`src/rtl/dt_skeleton_if.sv`:
```
// Bus bundle for dt_skeleton: control handshake, SRAM port and scan results.
// The master side is the skeleton engine; the slave side is the SRAM/host environment.
interface dt_skeleton_if;
   logic        start;
   logic        abort;
   logic [19:0] SRAM_ADDR;
   logic        SRAM_CE;
   logic        SRAM_RW;
   logic        SRAM_HI;
   logic [7:0]  DQ_read;
   logic [7:0]  DQ_write;
   logic        busy;
   logic        done;
   logic [19:0] skel_count;
   logic [7:0]  max_val;
   logic [9:0]  max_x;
   logic [9:0]  max_y;

   modport master (
      input  start, abort, DQ_read,
      output SRAM_ADDR, SRAM_CE, SRAM_RW, SRAM_HI, DQ_write,
      output busy, done, skel_count, max_val, max_x, max_y
   );

   modport slave (
      output start, abort, DQ_read,
      input  SRAM_ADDR, SRAM_CE, SRAM_RW, SRAM_HI, DQ_write,
      input  busy, done, skel_count, max_val, max_x, max_y
   );
endinterface

```
`src/rtl/dt_skeleton.sv`:
```
// Distance-transform ridge extractor: reads a distance map from the SRAM lower byte and
// writes a local-maximum (skeleton) mask to the upper byte, tracking count and global max.
module dt_skeleton #(
   parameter int unsigned X_LAST   = 639,
   parameter int unsigned Y_LAST   = 479,
   parameter logic [7:0]  SKEL_VAL = 8'd255
) (
   input logic           clk,
   input logic           rst,
   dt_skeleton_if.master bus
);

   typedef enum logic [2:0] {S_IDLE, S_ADDR, S_READ, S_WRITE, S_DONE} state_e;

   localparam logic [9:0] X_END = 10'(X_LAST - 1);
   localparam logic [9:0] Y_END = 10'(Y_LAST - 1);

   state_e      state_q, state_d;
   logic [9:0]  x_q, x_d, y_q, y_d;
   logic [2:0]  nb_q, nb_d;
   logic [7:0]  c_q, c_d, nmax_q, nmax_d;
   logic        ridge_q, ridge_d;
   logic [19:0] addr_q, addr_d;
   logic        ce_q, ce_d, rw_q, rw_d, hi_q, hi_d;
   logic [7:0]  dq_q, dq_d;
   logic        busy_q, busy_d, done_q, done_d;
   logic [19:0] skel_q, skel_d;
   logic [7:0]  max_val_q, max_val_d;
   logic [9:0]  max_x_q, max_x_d, max_y_q, max_y_d;

   logic [7:0]  nmax_new;
   logic        ridge_new;
   logic        last_px;

   // Neighbour order: 0=centre, 1=left, 2=right, 3=up, 4=down.
   function automatic logic [19:0] nb_addr(input logic [9:0] x, input logic [9:0] y,
                                           input logic [2:0] nb);
      logic [19:0] a;
      case (nb)
         3'd1:    a = {y, x - 10'd1};
         3'd2:    a = {y, x + 10'd1};
         3'd3:    a = {y - 10'd1, x};
         3'd4:    a = {y + 10'd1, x};
         default: a = {y, x};
      endcase
      return a;
   endfunction

   assign nmax_new  = (nb_q == 3'd1) ? bus.DQ_read
                    : ((bus.DQ_read > nmax_q) ? bus.DQ_read : nmax_q);
   assign ridge_new = (c_q != 8'd0) && (c_q >= nmax_new);
   assign last_px   = (x_q == X_END) && (y_q == Y_END);

   // Next state; SRAM/status outputs are decoded from the next state so they come out registered.
   always_comb begin
      state_d   = state_q;
      x_d       = x_q;
      y_d       = y_q;
      nb_d      = nb_q;
      c_d       = c_q;
      nmax_d    = nmax_q;
      ridge_d   = ridge_q;
      addr_d    = addr_q;
      ce_d      = 1'b1;
      rw_d      = 1'b1;
      hi_d      = 1'b0;
      dq_d      = 8'd0;
      busy_d    = 1'b0;
      done_d    = 1'b0;
      skel_d    = skel_q;
      max_val_d = max_val_q;
      max_x_d   = max_x_q;
      max_y_d   = max_y_q;

      if (bus.abort) begin
         state_d = S_IDLE;
      end else begin
         case (state_q)
            S_IDLE: begin
               if (bus.start) begin
                  state_d   = S_ADDR;
                  x_d       = 10'd1;
                  y_d       = 10'd1;
                  nb_d      = 3'd0;
                  skel_d    = 20'd0;
                  max_val_d = 8'd0;
                  max_x_d   = 10'd0;
                  max_y_d   = 10'd0;
                  addr_d    = {10'd1, 10'd1};
                  ce_d      = 1'b0;
                  busy_d    = 1'b1;
               end else begin
                  state_d = S_IDLE;
               end
            end
            S_ADDR: begin
               state_d = S_READ;
               ce_d    = 1'b0;
               busy_d  = 1'b1;
            end
            S_READ: begin
               busy_d = 1'b1;
               ce_d   = 1'b0;
               if (nb_q == 3'd0) begin
                  c_d = bus.DQ_read;
                  if (bus.DQ_read == 8'd0) begin
                     state_d = S_WRITE;
                     ridge_d = 1'b0;
                     addr_d  = {y_q, x_q};
                     rw_d    = 1'b0;
                     hi_d    = 1'b1;
                  end else begin
                     state_d = S_ADDR;
                     nb_d    = 3'd1;
                     addr_d  = nb_addr(x_q, y_q, 3'd1);
                  end
               end else begin
                  nmax_d = nmax_new;
                  if (nb_q == 3'd4) begin
                     state_d = S_WRITE;
                     ridge_d = ridge_new;
                     dq_d    = ridge_new ? SKEL_VAL : 8'd0;
                     addr_d  = {y_q, x_q};
                     rw_d    = 1'b0;
                     hi_d    = 1'b1;
                  end else begin
                     state_d = S_ADDR;
                     nb_d    = nb_q + 3'd1;
                     addr_d  = nb_addr(x_q, y_q, nb_q + 3'd1);
                  end
               end
            end
            S_WRITE: begin
               if (ridge_q) begin
                  skel_d = skel_q + 20'd1;
               end else begin
                  skel_d = skel_q;
               end
               // Strict compare keeps the earliest pixel in raster order on ties.
               if (c_q > max_val_q) begin
                  max_val_d = c_q;
                  max_x_d   = x_q;
                  max_y_d   = y_q;
               end else begin
                  max_val_d = max_val_q;
               end
               if (last_px) begin
                  state_d = S_DONE;
                  done_d  = 1'b1;
               end else begin
                  if (x_q == X_END) begin
                     x_d = 10'd1;
                     y_d = y_q + 10'd1;
                  end else begin
                     x_d = x_q + 10'd1;
                  end
                  state_d = S_ADDR;
                  nb_d    = 3'd0;
                  addr_d  = {y_d, x_d};
                  ce_d    = 1'b0;
                  busy_d  = 1'b1;
               end
            end
            S_DONE: begin
               state_d = S_IDLE;
            end
            default: begin
               state_d = S_IDLE;
            end
         endcase
      end
   end

   // State and registered outputs.
   always_ff @(posedge clk or posedge rst) begin
      if (rst) begin
         state_q   <= S_IDLE;
         x_q       <= 10'd0;
         y_q       <= 10'd0;
         nb_q      <= 3'd0;
         c_q       <= 8'd0;
         nmax_q    <= 8'd0;
         ridge_q   <= 1'b0;
         addr_q    <= 20'd0;
         ce_q      <= 1'b1;
         rw_q      <= 1'b1;
         hi_q      <= 1'b0;
         dq_q      <= 8'd0;
         busy_q    <= 1'b0;
         done_q    <= 1'b0;
         skel_q    <= 20'd0;
         max_val_q <= 8'd0;
         max_x_q   <= 10'd0;
         max_y_q   <= 10'd0;
      end else begin
         state_q   <= state_d;
         x_q       <= x_d;
         y_q       <= y_d;
         nb_q      <= nb_d;
         c_q       <= c_d;
         nmax_q    <= nmax_d;
         ridge_q   <= ridge_d;
         addr_q    <= addr_d;
         ce_q      <= ce_d;
         rw_q      <= rw_d;
         hi_q      <= hi_d;
         dq_q      <= dq_d;
         busy_q    <= busy_d;
         done_q    <= done_d;
         skel_q    <= skel_d;
         max_val_q <= max_val_d;
         max_x_q   <= max_x_d;
         max_y_q   <= max_y_d;
      end
   end

   assign bus.SRAM_ADDR  = addr_q;
   assign bus.SRAM_CE    = ce_q;
   assign bus.SRAM_RW    = rw_q;
   assign bus.SRAM_HI    = hi_q;
   assign bus.DQ_write   = dq_q;
   assign bus.busy       = busy_q;
   assign bus.done       = done_q;
   assign bus.skel_count = skel_q;
   assign bus.max_val    = max_val_q;
   assign bus.max_x      = max_x_q;
   assign bus.max_y      = max_y_q;

endmodule

```
`src/flat_wrapper.sv`:
```
// flat-port wrapper written by rule: the top's interface ports become plain ports
module dt_skeleton_flat 
#(
   parameter int unsigned X_LAST   = 639,
   parameter int unsigned Y_LAST   = 479,
   parameter logic [7:0]  SKEL_VAL = 8'd255
)
  (clk, rst, bus_start, bus_abort, bus_DQ_read, bus_SRAM_ADDR, bus_SRAM_CE, bus_SRAM_RW, bus_SRAM_HI, bus_DQ_write, bus_busy, bus_done, bus_skel_count, bus_max_val, bus_max_x, bus_max_y);
  dt_skeleton_if bus_i ();
  input logic clk;
  input logic rst;
  input wire logic [$bits(bus_i.start)-1:0] bus_start;
  input wire logic [$bits(bus_i.abort)-1:0] bus_abort;
  input wire logic [$bits(bus_i.DQ_read)-1:0] bus_DQ_read;
  output wire logic [$bits(bus_i.SRAM_ADDR)-1:0] bus_SRAM_ADDR;
  output wire logic [$bits(bus_i.SRAM_CE)-1:0] bus_SRAM_CE;
  output wire logic [$bits(bus_i.SRAM_RW)-1:0] bus_SRAM_RW;
  output wire logic [$bits(bus_i.SRAM_HI)-1:0] bus_SRAM_HI;
  output wire logic [$bits(bus_i.DQ_write)-1:0] bus_DQ_write;
  output wire logic [$bits(bus_i.busy)-1:0] bus_busy;
  output wire logic [$bits(bus_i.done)-1:0] bus_done;
  output wire logic [$bits(bus_i.skel_count)-1:0] bus_skel_count;
  output wire logic [$bits(bus_i.max_val)-1:0] bus_max_val;
  output wire logic [$bits(bus_i.max_x)-1:0] bus_max_x;
  output wire logic [$bits(bus_i.max_y)-1:0] bus_max_y;
  assign bus_i.start = bus_start;
  assign bus_i.abort = bus_abort;
  assign bus_i.DQ_read = bus_DQ_read;
  assign bus_SRAM_ADDR = bus_i.SRAM_ADDR;
  assign bus_SRAM_CE = bus_i.SRAM_CE;
  assign bus_SRAM_RW = bus_i.SRAM_RW;
  assign bus_SRAM_HI = bus_i.SRAM_HI;
  assign bus_DQ_write = bus_i.DQ_write;
  assign bus_busy = bus_i.busy;
  assign bus_done = bus_i.done;
  assign bus_skel_count = bus_i.skel_count;
  assign bus_max_val = bus_i.max_val;
  assign bus_max_x = bus_i.max_x;
  assign bus_max_y = bus_i.max_y;
  dt_skeleton #(.X_LAST(X_LAST), .Y_LAST(Y_LAST), .SKEL_VAL(SKEL_VAL)) u_core (.clk(clk), .rst(rst), .bus(bus_i));
endmodule
```
`config.mk`:
```
export PLATFORM = sky130hd
export DESIGN_NAME = dt_skeleton_flat
export DESIGN_NICKNAME = d
export VERILOG_FILES = /design/src/rtl/dt_skeleton_if.sv /design/src/rtl/dt_skeleton.sv /design/src/flat_wrapper.sv
export SDC_FILE = /design/constraint.sdc
export NUM_CORES = 1
export LEC_CHECK = 0
export CORE_MARGIN = 3
export CORE_UTILIZATION = 60
export CTS_CLUSTER_DIAMETER = 80
export DETAILED_ROUTE_END_ITERATION = 8
export GPL_TIMING_DRIVEN = 1
export PLACE_DENSITY = 0.86
export SKIP_CTS_REPAIR_TIMING = 1
export SLEW_MARGIN = 5
export SYNTH_ARGS = -nofsm -noshare
export SYNTH_HDL_FRONTEND = slang
export SYNTH_SLANG_ARGS = --single-unit
```
`constraint.sdc`:
```
create_clock -name clk -period 7.9 [get_ports clk]
set_input_delay 1.975 -clock clk [delete_from_list [all_inputs] [get_ports clk]]
set_output_delay 1.975 -clock clk [all_outputs]
set_load 0.05 [all_outputs]
```
### After elaboration in Yosys (flattened, before gate mapping)

Cells that the tools add are included.

* $add $sub $neg: 6
* $lt $le $gt $ge: 3
* eq/ne operators: 18
* mux-type cells: 68
* bitwise gates (word level): 2
* reduce and logical (&&, ||, !) cells: 18

Operators by type and width (count)
* 20-bit 2-to-1 mux: 6
* 10-bit 2-to-1 mux: 9
* 10-bit one-hot mux with 2 select lines: 4
* 20-bit one-hot mux with 4 select lines: 1
* 8-bit 2-to-1 mux: 9
* 20-bit one-hot mux with 3 select lines: 1
* 20-bit one-hot mux with 2 select lines: 1
* 3-bit 2-to-1 mux: 8
* 1-bit 2-to-1 mux: 22
* 10-bit by 1-bit adder with 10-bit output, second input constant: 2
* 20-bit by 1-bit adder with 20-bit output, second input constant: 1
* 4-bit AND reduction: 5
* 10-bit by 1-bit subtractor with 10-bit output, second input constant: 2
* 8-bit greater-than comparator: 2
* 8-bit one-hot mux with 2 select lines: 1
* 3-bit by 2-bit equality test with 1-bit output, second input constant: 4
* 3-bit one-hot mux with 4 select lines: 1
* 10-bit equality test, second input constant: 1
* 10-bit by 9-bit equality test with 1-bit output, second input constant: 1
* 3-bit by 1-bit equality test with 1-bit output, second input constant: 3
* 3-bit one-hot mux with 3 select lines: 1
* 8-bit >= comparator: 1
* 8-bit zero test: 1
* 8-bit nonzero test: 1
* 16 further kinds: 27

* bits in registers: 124
* word-level logic and storage cells: 133

### Longest topological paths before layout

* depth after elaboration: 10
* depth in mapped cells: 15
* mapped depth without buffers: 15

### Worst setup path before layout

OpenSTA, ideal clock, no wires.

* path kind: input-to-reg
* start point: input bus_DQ_read[1]
* end point: register u_core.ridge_q
* data arrival time: 4.530 ns
* required time: 7.782 ns
* setup slack: 3.252 ns
* cell stages on the path: 14
* cell sequence: ha_1 nor2b_1 o211ai_1 a21oi_1 o22ai_1 nand2_1 mux2_2 ha_1 nand2b_1 a21o_1 a211oi_1 o21ai_0 and3_1 a21o_1

* word-level cells in the longest chain between the ends: 7
* elaborated cells on any way between the ends: 10
* those cells by class: order compare (2); eq/ne (1); mux (4); reduce/logical (3)

Ends and longest elaborated chain
* from (decl): RTL line flat_wrapper.sv:14 `input wire logic [$bits(bus_i.DQ_read)-1:0] bus_DQ_read;`
* 8-bit greater-than comparator: RTL line dt_skeleton.sv:50 `: ((bus.DQ_read > nmax_q) ? bus.DQ_read : nmax_q);`
* 8-bit 2-to-1 mux: RTL line dt_skeleton.sv:50
* 8-bit 2-to-1 mux: RTL line dt_skeleton.sv:49 `assign nmax_new = (nb_q == 3'd1) ? bus.DQ_read`
* net u_core.nmax_new[0]: RTL line dt_skeleton.sv:31 `logic [7:0] nmax_new;`
* 8-bit >= comparator: RTL line dt_skeleton.sv:51 `assign ridge_new = (c_q != 8'd0) && (c_q >= nmax_new);`
* 1-bit logical AND: RTL line dt_skeleton.sv:51
* 1-bit 2-to-1 mux: RTL line dt_skeleton.sv:119 `if (nb_q == 3'd4) begin`
* 1-bit 2-to-1 mux: RTL line dt_skeleton.sv:104 `if (nb_q == 3'd0) begin`
* to (signal assigned): RTL line dt_skeleton.sv:202 `ridge_q <= ridge_d;`
* to (decl): RTL line dt_skeleton.sv:22 `logic ridge_q, ridge_d;`

The timed path passes the listed nets, and every way through them passes these cells. The select of a mux whose other input is x is not followed.
A chain may end at the register's enable or synchronous reset.

### Worst setup path in the final report

Ends and elaborated chain as after synthesis.

==> summary.txt <==
Setup path
  • Critical path class: in2reg
  • WP data required: 8.21 ns
  • Arrival @ worst endpoint: 5.40 ns
  • Crit end category: register
  • Crit-path max FO: 8
  • R2r setup slk: 4.47 ns
  • R2r worst-path depth: 8
  • CP Launch Type: input pin

STA
  • Slew HR: 30.85%
  • Worst hold slack: 0.4723 ns
  • Setup TNS: 0 ns
  • Final Hold Fails: 0
  • Fmax achieved: 0.1966 GHz
  • Worst setup margin: 2.813 ns
  • Worst Max-Slew Pin Slew: 1.037 ns
  • Layout Skew: 0.007391 ns
  • Final period util: 64.39%
  • Min cycle time layout: 5.087 ns
  • Final setup viols: 0
  • RSZ-0062 raised after global routing: no
  • Fin. max-slew vios: 0

Power
  • Internal: 0.001361 W
  • Pwr Density: 220.2 mW/mm^2
  • Sequential share of power: 35.5%
  • Total Power: 0.001902 W
  • Clock network fraction of design power: 47.5%
  • VDD IR-drop max: 0.0001673 V
  • Sw Ratio: 28.48%
  • P_sw: 0.0005419 W
  • Pleak: 3.755 nW
  • Logic pwr share: 17.0%

Logic synthesis
  • Top_reg_cell synth: dfrtp_1
  • Top-area cell type share of the netlist area: 40.52%
  • Ranking of synthesized cells by area: dfrtp_1 (41%), ha_1 (6.3%), a22o_1 (4.2%)
  • Syn Std Cell Area: 0.007102 sq mm
  • Async set or reset register ratio after synthesis: 100.0%
  • Register bit total from synthesis: 117
  • Syn Nets: 787
  • Top cell type by total area after synthesis: dfrtp_1
  • Synth cell types: 75
  • Sequential fraction of the synthesis area: 41.26%
  • Post-Syn Area per Cell: 9.610 sq um
  • Post-synth EDFFs: 0
  • Post-Synthesis Cells: 739
  • Ys Warns: 0

CTS
  • CTS Sinks: 117
  • CTS clock-pin slew for the worst setup and hold paths: 0.06 ns
  • CTS Buf Count: 17
  • Root buffer cell: clkbuf_16
  • Worst-skew pair later-pin latency: 0.43 ns
  • # H-tree levels: 4
  • Max clock buf depth: 2
  • CTS tree: yes

Placement
  • Dpl cell area: 0.007950 sq mm
  • DP HPWL: 14390 um
  • RePlAce Congestion: 0.9415
  • Number of I/O port buffers: 92
  • Pre-CTS WS: 2.414 ns

Global routing
  • GRT Total Usage: 32.89%
  • Vias in the first global route: 6482
  • Initial antenna violation count: 0
  • Pin count of the biggest net entering global routing: 67
  • GRT Residual Overflow: 0
  • First-pass GRT wire length: 33920 um

Floorplan
  • Die area: 0.01318 sq mm
  • Initial core utilization: 61.67%
  • Core area: 0.01152 sq mm
  • Site Rows: 39
  • Die W: 114.8 um
  • Io pins: 93
  • DIE HEIGHT: 114.8 um

Hold path
  • Hold Path Stages: 2
  • Worst hold path type: reg2reg

Cells and area
  • Share of layout cells above drive strength 1: 9.963%
  • Ant. Diodes: 0
  • Area grow syn2layout: 21.63%
  • Final #Nets: 848
  • Design Area, Final: 0.008638 sq mm

Route
  • Drt wl/cell: 22.05 um
  • Iter 0 DRT Violations: 803
  • Wirelength, routed: 21080 um
  • Initial DRT Pass Iterations: 6
  • DR DRC count: 0
  • Vias: 6460
  • Post-route antenna net violation count: 0
  • Vias per std cell: 6.757

Run
  • Max_cap viols: 0

Run status
  • Status: finished clean
[cells in the final DEF, fill, tap and decap left out, types with 18 or more instances in the layout]
cell type and count:
ha_1 36, o21ai_0 45, nor3_1 20, dfrtp_1 115
mux2_2 19, a21oi_1 28, inv_1 31, clkdlybuf4s50_1 92
xor2_1 18, nor2_1 55, a22o_1 34, nand2_1 48
[sequential cells by signal, summed over array words and instances (netlist names), 3 cells and up]
register / count
u_core.bus.SRAM_ADDR: 20
u_core.bus.max_val: 8
u_core.bus.max_x: 10
u_core.bus.max_y: 10
u_core.bus.skel_count: 20
u_core.c_q: 8
u_core.nb_q: 3
u_core.nmax_q: 8
u_core.state_q: 3
u_core.x_q: 10
u_core.y_q: 10
[Yosys cell counts, types with 6 or more instances]
cell,count
nand4_1,15
ha_1,36
o31ai_1,7
a211oi_1,8
xnor2_1,14
nor3_1,20
or3_1,12
buf_4,9
mux2_2,19
nand2b_1,11
xor2_1,18
mux2i_1,8
o211ai_1,9
o41ai_1,6
a22o_1,34
inv_1,32
o21ai_0,45
nand2_1,48
buf_2,18
a21o_1,11
nor4_1,8
nor2b_1,6
and3_1,15
a21oi_1,28
dfrtp_1,115
nand3_1,14
a221o_1,6
nor2_1,55
clkbuf_1,20
[kinds of logic after synthesis]
logic type,synth area share (%)
AOI/OAI and AO/OA,21.21
muxes,4.140
xor gates and xnor gates,3.946
DFF,41.26
and+or+nand+nor,17.16
buffers and inverters,5.937
adders and majority gates,6.342
[stage by stage]
step           util (%)  std cells
3_3_place_gp      69.04        924
6_report          75.01        956
2_1_floorplan         -        739
5_1_grt           75.01        956
4_1_cts           75.01        956
3_5_place_dp      69.04        924
[final timing paths]
path	startpoint	endpoint
setup / recovery	bus_DQ_read[1]	u_core.ridge_q$_DFFE_PP0P_
hold / removal	u_core.bus.SRAM_ADDR[18]$_DFFE_PP0P_	u_core.bus.SRAM_ADDR[18]$_DFFE_PP0P_
setup reg to reg	u_core.nb_q[0]$_DFFE_PP0P_	u_core.bus.SRAM_ADDR[8]$_DFFE_PP0P_
hold reg to reg	u_core.bus.SRAM_ADDR[18]$_DFFE_PP0P_	u_core.bus.SRAM_ADDR[18]$_DFFE_PP0P_
max in group asynchronous	rst	u_core.bus.max_val[1]$_DFFE_PP0P_
min in group asynchronous	rst	u_core.bus.skel_count[16]$_DFFE_PP0P_
[cell type report]
cell class	instances	area (sq um)
clock buffer	18	439.2
inverter	33	126.4
clock inverter	14	249.0
timing repair buffer	96	950.9
multi-input combinational	535	3764
sequential	117	2930
fill	801	2878
tap	143	178.9
[power groups by stage]
stage,clock network [W],logic (W),registers (W)
after detailed placement,0,0.000317,0.000683
after global placement,0,0.000306,0.000682
after CTS,0.000905,0.000321,0.000673
after floorplan,0,0.000218,0.000689
final,0.000904,0.000323,0.000675
after global routing,0.000938,0.000354,0.000678
[critical path: stages]
cell and delay (ns):
clkdlybuf4s50_1 0.50, ha_1 0.35, nor2b_1 0.14, o211ai_1 0.16, a21oi_1 0.08, o22ai_1 0.23
nand2_1 0.32, mux2_2 0.36, ha_1 0.26, nand2b_1 0.14, a21o_1 0.17, a211oi_1 0.21
o21ai_0 0.12, and3_1 0.21, a21o_1 0.15
[layer usage]
metal  track usage [%]  up-vias  part of all wire (%)
li1                  -     2847                     -
met1             43.35     3165                    41
met2             52.43      391                    47
met3             8.211       57                   9.3
met4             13.30        0                   2.4
met5                 0        -                     0
(Power assumes the default switching activity.)
